$ cat src/rtl/count_bcd_converter_if.sv
// Start/busy/done bundle between the counter-side producer and the BCD converter.
interface count_bcd_converter_if #(
    parameter int WIDTH = 7
);
    logic             start;
    logic [WIDTH-1:0] bin_in;
    logic             busy;
    logic             done;
    logic [3:0]       bcd_hundreds;
    logic [3:0]       bcd_tens;
    logic [3:0]       bcd_ones;

    modport master (
        output start, bin_in,
        input  busy, done, bcd_hundreds, bcd_tens, bcd_ones
    );

    modport slave (
        input  start, bin_in,
        output busy, done, bcd_hundreds, bcd_tens, bcd_ones
    );
endinterface

$ cat src/rtl/count_bcd_converter.sv
// Sequential double-dabble binary-to-BCD converter: one shift per clock,
// WIDTH shifts, then a single LOAD cycle that publishes the three digits.
module count_bcd_converter #(
    parameter int WIDTH = 7
) (
    input  logic                  clk,
    input  logic                  reset,
    count_bcd_converter_if.slave  bus,
    output logic [1:0]            dbg_state
);
    // Handshake: start is accepted only on an edge where the converter is
    // IDLE (busy=0); bin_in is captured on that edge only. busy stays high
    // through SHIFT and LOAD, starts arriving meanwhile are dropped, and done
    // pulses for exactly one cycle when the new digits appear.
    localparam int CW = $clog2(WIDTH + 1);

    typedef enum logic [1:0] {
        IDLE  = 2'd0,
        SHIFT = 2'd1,
        LOAD  = 2'd2
    } state_e;

    state_e           state_q, state_d;
    logic [CW-1:0]    cnt_q, cnt_d;
    logic [WIDTH-1:0] shreg_q, shreg_d;
    logic [11:0]      scratch_q, scratch_d;
    logic [11:0]      scratch_adj;
    logic [11+WIDTH:0] shifted;
    logic             busy_q, busy_d;
    logic             done_q, done_d;
    logic [11:0]      bcd_q, bcd_d;

    function automatic logic [3:0] add3(input logic [3:0] d);
        return (d >= 4'd5) ? d + 4'd3 : d;
    endfunction

    always_comb begin
        state_d   = state_q;
        cnt_d     = cnt_q;
        shreg_d   = shreg_q;
        scratch_d = scratch_q;
        busy_d    = busy_q;
        done_d    = 1'b0;
        bcd_d     = bcd_q;

        // All three digits are corrected from their pre-shift values.
        scratch_adj = {add3(scratch_q[11:8]), add3(scratch_q[7:4]), add3(scratch_q[3:0])};
        shifted     = {scratch_adj, shreg_q} << 1;

        case (state_q)
            IDLE: begin
                if (bus.start) begin
                    shreg_d   = bus.bin_in;
                    scratch_d = '0;
                    cnt_d     = CW'(WIDTH);
                    busy_d    = 1'b1;
                    state_d   = SHIFT;
                end
            end
            SHIFT: begin
                scratch_d = shifted[11+WIDTH:WIDTH];
                shreg_d   = shifted[WIDTH-1:0];
                cnt_d     = cnt_q - CW'(1);
                if (cnt_q == CW'(1)) begin
                    state_d = LOAD;
                end
            end
            LOAD: begin
                bcd_d   = scratch_q;
                done_d  = 1'b1;
                busy_d  = 1'b0;
                state_d = IDLE;
            end
            default: begin
                busy_d  = 1'b0;
                state_d = IDLE;
            end
        endcase
    end

    always_ff @(posedge clk) begin
        if (reset) begin
            state_q   <= IDLE;
            cnt_q     <= '0;
            shreg_q   <= '0;
            scratch_q <= '0;
            busy_q    <= 1'b0;
            done_q    <= 1'b0;
            bcd_q     <= '0;
        end else begin
            state_q   <= state_d;
            cnt_q     <= cnt_d;
            shreg_q   <= shreg_d;
            scratch_q <= scratch_d;
            busy_q    <= busy_d;
            done_q    <= done_d;
            bcd_q     <= bcd_d;
        end
    end

    assign bus.busy         = busy_q;
    assign bus.done         = done_q;
    assign bus.bcd_hundreds = bcd_q[11:8];
    assign bus.bcd_tens     = bcd_q[7:4];
    assign bus.bcd_ones     = bcd_q[3:0];
    assign dbg_state        = state_q;
endmodule

$ cat src/flat_wrapper.sv
// flat-port wrapper written by rule: the top's interface ports become plain ports
module count_bcd_converter_flat 
#(
    parameter int WIDTH = 7
)
  (clk, reset, dbg_state, bus_start, bus_bin_in, bus_busy, bus_done, bus_bcd_hundreds, bus_bcd_tens, bus_bcd_ones);
  count_bcd_converter_if #(.WIDTH(WIDTH)) bus_i ();
  input  logic clk;
  input  logic reset;
  output logic [1:0] dbg_state;
  input wire logic [$bits(bus_i.start)-1:0] bus_start;
  input wire logic [$bits(bus_i.bin_in)-1:0] bus_bin_in;
  output wire logic [$bits(bus_i.busy)-1:0] bus_busy;
  output wire logic [$bits(bus_i.done)-1:0] bus_done;
  output wire logic [$bits(bus_i.bcd_hundreds)-1:0] bus_bcd_hundreds;
  output wire logic [$bits(bus_i.bcd_tens)-1:0] bus_bcd_tens;
  output wire logic [$bits(bus_i.bcd_ones)-1:0] bus_bcd_ones;
  assign bus_i.start = bus_start;
  assign bus_i.bin_in = bus_bin_in;
  assign bus_busy = bus_i.busy;
  assign bus_done = bus_i.done;
  assign bus_bcd_hundreds = bus_i.bcd_hundreds;
  assign bus_bcd_tens = bus_i.bcd_tens;
  assign bus_bcd_ones = bus_i.bcd_ones;
  count_bcd_converter #(.WIDTH(WIDTH)) u_core (.clk(clk), .reset(reset), .bus(bus_i), .dbg_state(dbg_state));
endmodule
$ cat config.mk
export PLATFORM = sky130hd
export DESIGN_NAME = count_bcd_converter_flat
export DESIGN_NICKNAME = d
export VERILOG_FILES = /design/src/rtl/count_bcd_converter_if.sv /design/src/rtl/count_bcd_converter.sv /design/src/flat_wrapper.sv
export SDC_FILE = /design/constraint.sdc
export NUM_CORES = 1
export LEC_CHECK = 0
export ABC_AREA = 1
export BUFFER_PORTS_ARGS = -buffer_cell sky130_fd_sc_hd__buf_2
export CORE_MARGIN = 1
export CORE_UTILIZATION = 50
export DETAILED_ROUTE_END_ITERATION = 6
export PLACE_DENSITY = 0.73
export SLEW_MARGIN = 20
export SYNTH_ARGS = -nofsm -noshare
export SYNTH_HDL_FRONTEND = slang
export SYNTH_SLANG_ARGS = --single-unit
$ cat constraint.sdc
create_clock -name clk -period 1.29 [get_ports clk]
set_input_delay 0.0645 -clock clk [delete_from_list [all_inputs] [get_ports clk]]
set_output_delay 0.0645 -clock clk [all_outputs]
set_load 0.02 [all_outputs]
==> impl_metrics.yaml, run 1 <==
outcome:
  status: "completed"
cts:
  cts_root_buf: "clkbuf_4"
  tritoncts: "done"
  numCtsBuffers: 5
  h-tree-depth: 2
  clockBufferDepth: 2
  clock_sink_count: 38
  clk_latency_ns: 0.34
  cts_setup_buffers: 0
  clk_pin_slew_ns: 0.10
floorplanning:
  fp.dieW_um: 60.2
  start_util: 0.542
  die_h_um: 60.2
  placementRows: 20
  die-area_um2: 3630
  io_pins: 26
  core_area_um2: 3130
worst_setup_path:
  critPathTopFamily: "simple AND/OR/NAND/NOR gates"
  slowest_stage: "dfxtp_2"
  cp_slowest_stage_delay_ns: 0.37
  path_class: "register to register"
  startpoint: "u_core.scratch_q[4]"
  cp.buffers_inverters: 2
  cp_common_cell: "nor2_1"
  start_kind: "register"
  end_kind: "register"
  rr_startpoint: "u_core.scratch_q[4]"
  crit_chain: "inv_1 > ha_1 > inv_1 > nand2_2 > nand3_2 > nand2_1 > nor2_1 > nor2_1 > nor2_1"
  critPathMaxFanout: 5
  critPathArrivalTime_ns: 1.48
  cp_data_required_time_ns: 1.58
finish:
  syn2layout_area_growth_pct: 21.2
  drive_gt1_frac: 0.226
  num-fill-cells: 289
  nets: 288
  num_antenna_cells: 0
  final_area_um2: 2050
sta:
  fmax_mhz: 840
  drv_slew: 0
  slew_headroom: 0.774
  skew_ns: 0.00631
  worstMarginPinSlew_ns: 0.339
  setup_tns_ns: 0
  hold_viol: 0
  period_share: 0.923
  final.setup.worst_slack_ns: 0.0999
  rsz0062_at_grt: "true"
  setup_viol: 0
  fin_crit_ns: 1.19
yosys:
  yosysWarnings: 0
  ys.flop_type: "dfxtp_1"
  synth-seq-area-share: 0.449
  avgSynthCellArea_um2: 7.37
  synth_nets: 248
  syn-cell-area_um2: 1700
  synthTopCellsByArea: "dfxtp_1 (45%), nand2_1 (11%), a21oi_1 (9.2%)"
  synth_common_cells: "nand2_1 (49), dfxtp_1 (38), a21oi_1 (31)"
  synth-edff-count: 0
  synth.most_common_cell: "nand2_1"
  synthArstFlopShare: 0
  yosysTopAreaCell: "dfxtp_1"
  yosysTopAreaCellShare: 0.449
  syn_inst: 230
  ys_ff_latch: 38
  synth_cell_types: 21
pwr:
  peakVddDrop_uv: 726
  p_per_area_nw_per_um2: 1040
  p_leak_nw: 0.962
grt:
  grt.total_usage: 0.204
  grt_pass1_vias: 1296
  grt-ovfl-total: 0
  antenna_found_initial: 0
  grt_pass1_wl_mm: 5.50
  grt_max_degree: 24
routing:
  detail-route-antenna-nets: 0
  viasPerCell: 4.91
  routedWlPerCell_um: 10.4
  wl_mm: 3.27
  drt-pass1-iter-count: 4
  drtIter0Drc: 53
  vias: 1542
  drcViolationCount: 0
place:
  placed_cell_area_um2: 1950
  dp_hpwl_mm: 2.28
  portBuffers: 25
  place_ws_ns: 0.0312
  place.gp.congestion: 0.843
job:
  maxCapViolCount: 0
worst_hold_path:
  hp-class: "input pin to register"
  hp-start: "bus_bin_in[4]"
==> cells in the final DEF (no fill, tap or decap) <==
master,n
a21oi_1,31
a31oi_1,1
and3_1,1
buf_12,2
buf_2,25
buf_4,10
clkbuf_1,2
clkbuf_4,5
dfxtp_1,36
dfxtp_2,2
dlygate4sd3_1,4
ha_1,8
inv_1,22
inv_2,7
inv_4,2
nand2_1,46
nand2_2,5
nand3_1,17
nand3_2,2
nand4_1,6
nor2_1,13
nor2_4,1
o211ai_1,2
o21ai_0,8
o21ai_1,12
==> where the power goes <==
group	total, mW	switching [mW]	internal, mW
clock	0.564	0.358	0.206
sequential	1.24	0.0229	1.22
combinational	0.339	0.194	0.145
==> worst register-to-register path, cell delays in order, from the launching register on <==
cell	delay, ns
dfxtp_2	0.37
inv_1	0.06
ha_1	0.20
inv_1	0.08
nand2_2	0.08
nand3_2	0.09
nand2_1	0.05
nor2_1	0.09
nor2_1	0.04
nor2_1	0.07
==> state kept, by name, indices dropped and copies added, names as in the netlist <==
signal and cells:
u_core.scratch_q 12, u_core.cnt_q 3, u_core.bcd_q 12, u_core.bus.busy 1, u_core.bus.done 1, u_core.dbg_state 2, u_core.shreg_q 7
==> final timing paths <==
| kind | to | cells after the start | slack (ns) |
|---|---|---|---|
| min | u_core.shreg_q[4] | 5 | 0.01 |
| max reg2reg | u_core.scratch_q[8] | 9 | 0.1 |
| min reg2reg | u_core.shreg_q[0] | 2 | 0.47 |
| max | u_core.scratch_q[8] | 9 | 0.1 |
==> area by class of cell <==
| type | instances | area [µm²] | area share |
|---|---|---|---|
| clock buffers | 7 | 45.0 | 0.0219 |
| inverters | 31 | 121 | 0.0591 |
| multi-input cells | 153 | 790 | 0.384 |
| flip-flops and latches | 38 | 763 | 0.371 |
| well taps | 44 | 55.1 | 0.0268 |
| repair buffers | 41 | 280 | 0.136 |
==> per-layer routing <==
layer | vias to the layer above | wire (µm) | share of wire | track usage
met4 | 0 | 54 | 0.017 | 0.0797
met2 | 24 | 1460 | 0.44 | 0.320
li1 | 837 | - | - | -
met1 | 676 | 1640 | 0.50 | 0.257
met3 | 5 | 116 | 0.035 | 0.0649
met5 | - | 0 | 0 | 0
==> cells by family after synthesis <==
| group | after synthesis | synth area share |
|---|---|---|
| buffers and inverters | 39 | 0.0930 |
| flip-flops | 38 | 0.449 |
| AND/OR/NAND/NOR | 91 | 0.236 |
| adder cells (fa/ha/maj) | 8 | 0.0590 |
| AO/OA/AOI/OAI | 54 | 0.163 |
==> stage by stage <==
stage                     instances  utilization  total power, mW  hold WS, ns
after floorplan                 230            -             1.47        0.209
after global placement          303        0.624             1.59        0.321
after detailed placement        303        0.624             1.60        0.322
after CTS                       314        0.651             2.17      0.00648
after global routing            314        0.657             2.26       0.0230
final                           314        0.657             2.15       0.0126
==> timing repair <==
item / CTS / global route
hold buffers: 4 / 0
endpoints found under the setup margin: 0 / 9
gates resized for setup: 0 / 12
endpoints found under the hold margin: 4 / 0
Note: power is estimated with default switching activity, not from simulation.
==> inputs of run 2 (changes only) <==
--- a/config.mk
+++ b/config.mk
@@ -6,11 +6,11 @@
 export NUM_CORES = 1
 export LEC_CHECK = 0
 export ABC_AREA = 1
-export BUFFER_PORTS_ARGS = -buffer_cell sky130_fd_sc_hd__buf_2
 export CORE_MARGIN = 1
 export CORE_UTILIZATION = 50
 export DETAILED_ROUTE_END_ITERATION = 6
-export PLACE_DENSITY = 0.73
+export DONT_BUFFER_PORTS = 1
+export PLACE_DENSITY = 0.66
 export SLEW_MARGIN = 20
 export SYNTH_ARGS = -nofsm -noshare
 export SYNTH_HDL_FRONTEND = slang
==> run 2 against run 1 <==
  * The flow now finishes with violations (negative hold slack)
  * Combinational power decreased by 18%
  * Final cell count is 7.3% lower
  * Sequential share of layout area grew 1.6 points
  * First-iteration DRC count grew 150%
  * Global-route usage increased by 2.6 points
  * Power up 9.1%
  * Largest power group unchanged
  * Highest routed layer unchanged
==> impl_metrics.yaml, run 2 (same netlist as run 1, synthesis figures left out) <==
cts:
  hold_buffers: 8
  clockBufferDepth: 2
  tritoncts: "done"
  cts_root_buf: "clkbuf_4"
  h-tree-depth: 2
  clk_latency_ns: 0.36
  clk_pin_slew_ns: 0.12
  numCtsBuffers: 5
  clock_sink_count: 38
routing:
  wl_mm: 3.85
  routedWlPerCell_um: 13.2
  vias: 1543
  viasPerCell: 5.30
  drtIter0Drc: 131
  drt-pass1-iter-count: 4
  drcViolationCount: 0
  detail-route-antenna-nets: 0
grt:
  grt_pass1_vias: 1388
  grt_pass1_wl_mm: 6.00
  grt-ovfl-total: 0
  grt.total_usage: 0.230
  antenna_found_initial: 0
  grt_max_degree: 24
worst_setup_path:
  start_kind: "register"
  path_class: "register to register"
  critPathMaxFanout: 4
  critPathArrivalTime_ns: 1.51
  end_kind: "register"
  r2r_slack_ns: 0.07
  cp_data_required_time_ns: 1.58
sta:
  setup_viol: 0
  slew_headroom: 0.721
  fmax_mhz: 820
  skew_ns: 0.0154
  fin_crit_ns: 1.22
  period_share: 0.945
  hold_viol: 17
  drv_slew: 0
  final.setup.worst_slack_ns: 0.0706
  setup_tns_ns: 0
  hold_ws_ns: -0.244
  worstMarginPinSlew_ns: 0.416
floorplanning:
  io_pins: 26
  placementRows: 20
  die-area_um2: 3630
  start_util: 0.542
  die_h_um: 60.2
  core_area_um2: 3130
  fp.dieW_um: 60.2
pwr:
  p_switching_uw: 607
  p_leak_nw: 0.859
  peakVddDrop_uv: 575
  p_int_mw: 1.74
  p_per_area_nw_per_um2: 1180
  pwr-share-comb: 0.119
  switching_share: 0.259
  seq_power_share: 0.539
  power_mw: 2.34
  clkPwrFrac: 0.342
place:
  dp_hpwl_mm: 2.57
  place_ws_ns: 0.00174
  portBuffers: 0
  place.gp.congestion: 0.792
  placedCellCount: 274
finish:
  final_cell_mix: "nand2_1 (45), dfxtp_1 (34), a21oi_1 (30), inv_1 (20), nand3_1 (17)"
  drive_gt1_frac: 0.174
  finalNonFillerCells: 291
  syn2layout_area_growth_pct: 16.8
  layout_commonest_cell: "nand2_1"
  postLayoutCoreUtil: 0.633
  num-fill-cells: 282
  nets: 264
  reg_top3: "u_core.bcd_q (12), u_core.scratch_q (12), u_core.shreg_q (7)"
  num_antenna_cells: 0
outcome:
  failed_checks: "negative hold slack"
  status: "finished with violations"
job:
  maxCapViolCount: 0
worst_hold_path:
  hp-class: "input pin to register"
[run 2: area by class of cell]
| cell class | instances | area, µm² | share of cell area |
|---|---|---|---|
| multi-input cells | 153 | 798 | 0.403 |
| repair buffers | 17 | 160 | 0.0809 |
| flip-flops and latches | 38 | 768 | 0.388 |
| clock buffers | 5 | 37.5 | 0.0190 |
| clock inverters | 3 | 40.0 | 0.0202 |
| inverters | 31 | 121 | 0.0613 |
| well taps | 44 | 55.1 | 0.0278 |
[run 2: path summary, 6_finish.rpt]
path / depth (start not counted) / endpoint / from
worst max-delay path: 7 / u_core.scratch_q[2] / u_core.scratch_q[0]
worst max register to register: 7 / u_core.scratch_q[2] / u_core.scratch_q[0]
worst min-delay path: 1 / u_core.scratch_q[10] / reset
worst min register to register: 2 / u_core.shreg_q[0] / u_core.shreg_q[0]
[run 2: per-layer routing]
metal,part of all wire,track usage,vias to the layer above
li1,-,-,793
met1,0.43,0.261,702
met2,0.51,0.392,44
met3,0.048,0.0736,4
met4,0.0070,0.0963,0
met5,0,0,-
[run 2: power by group through the flow]
| stage | registers (mW) | logic, mW | clock network (mW) |
|---|---|---|---|
| after floorplan | 1.29 | 0.177 | 0 |
| after CTS | 1.26 | 0.269 | 0.817 |
| final | 1.26 | 0.278 | 0.801 |
| after global routing | 1.27 | 0.311 | 0.859 |
| after global placement | 1.29 | 0.235 | 0 |
| after detailed placement | 1.29 | 0.246 | 0 |
[run 2: critical path: stages (launching register included)]
cell and delay, ns:
dfxtp_2 0.34, buf_4 0.14, ha_1 0.22, nand2_2 0.09, nand3_1 0.11, nand2_1 0.09, nand3_1 0.07, a21oi_1 0.11
[run 2: through the flow]
stage | area, µm² | hold slack (ns)
2_1_floorplan | 1700 | 0.209
3_3_place_gp | 1780 | 0.138
3_5_place_dp | 1780 | 0.139
4_1_cts | 1940 | -0.254
5_1_grt | 1980 | -0.261
6_report | 1980 | -0.244
[run 2: timing repair]
| action | in CTS | in global routing |
|---|---|---|
| endpoints found under the setup margin | 1 | 17 |
| hold endpoints to repair | 22 | 17 |
| gates resized for setup | 1 | 19 |
| pin swaps | 0 | 1 |
| setup buffers | 0 | 1 |
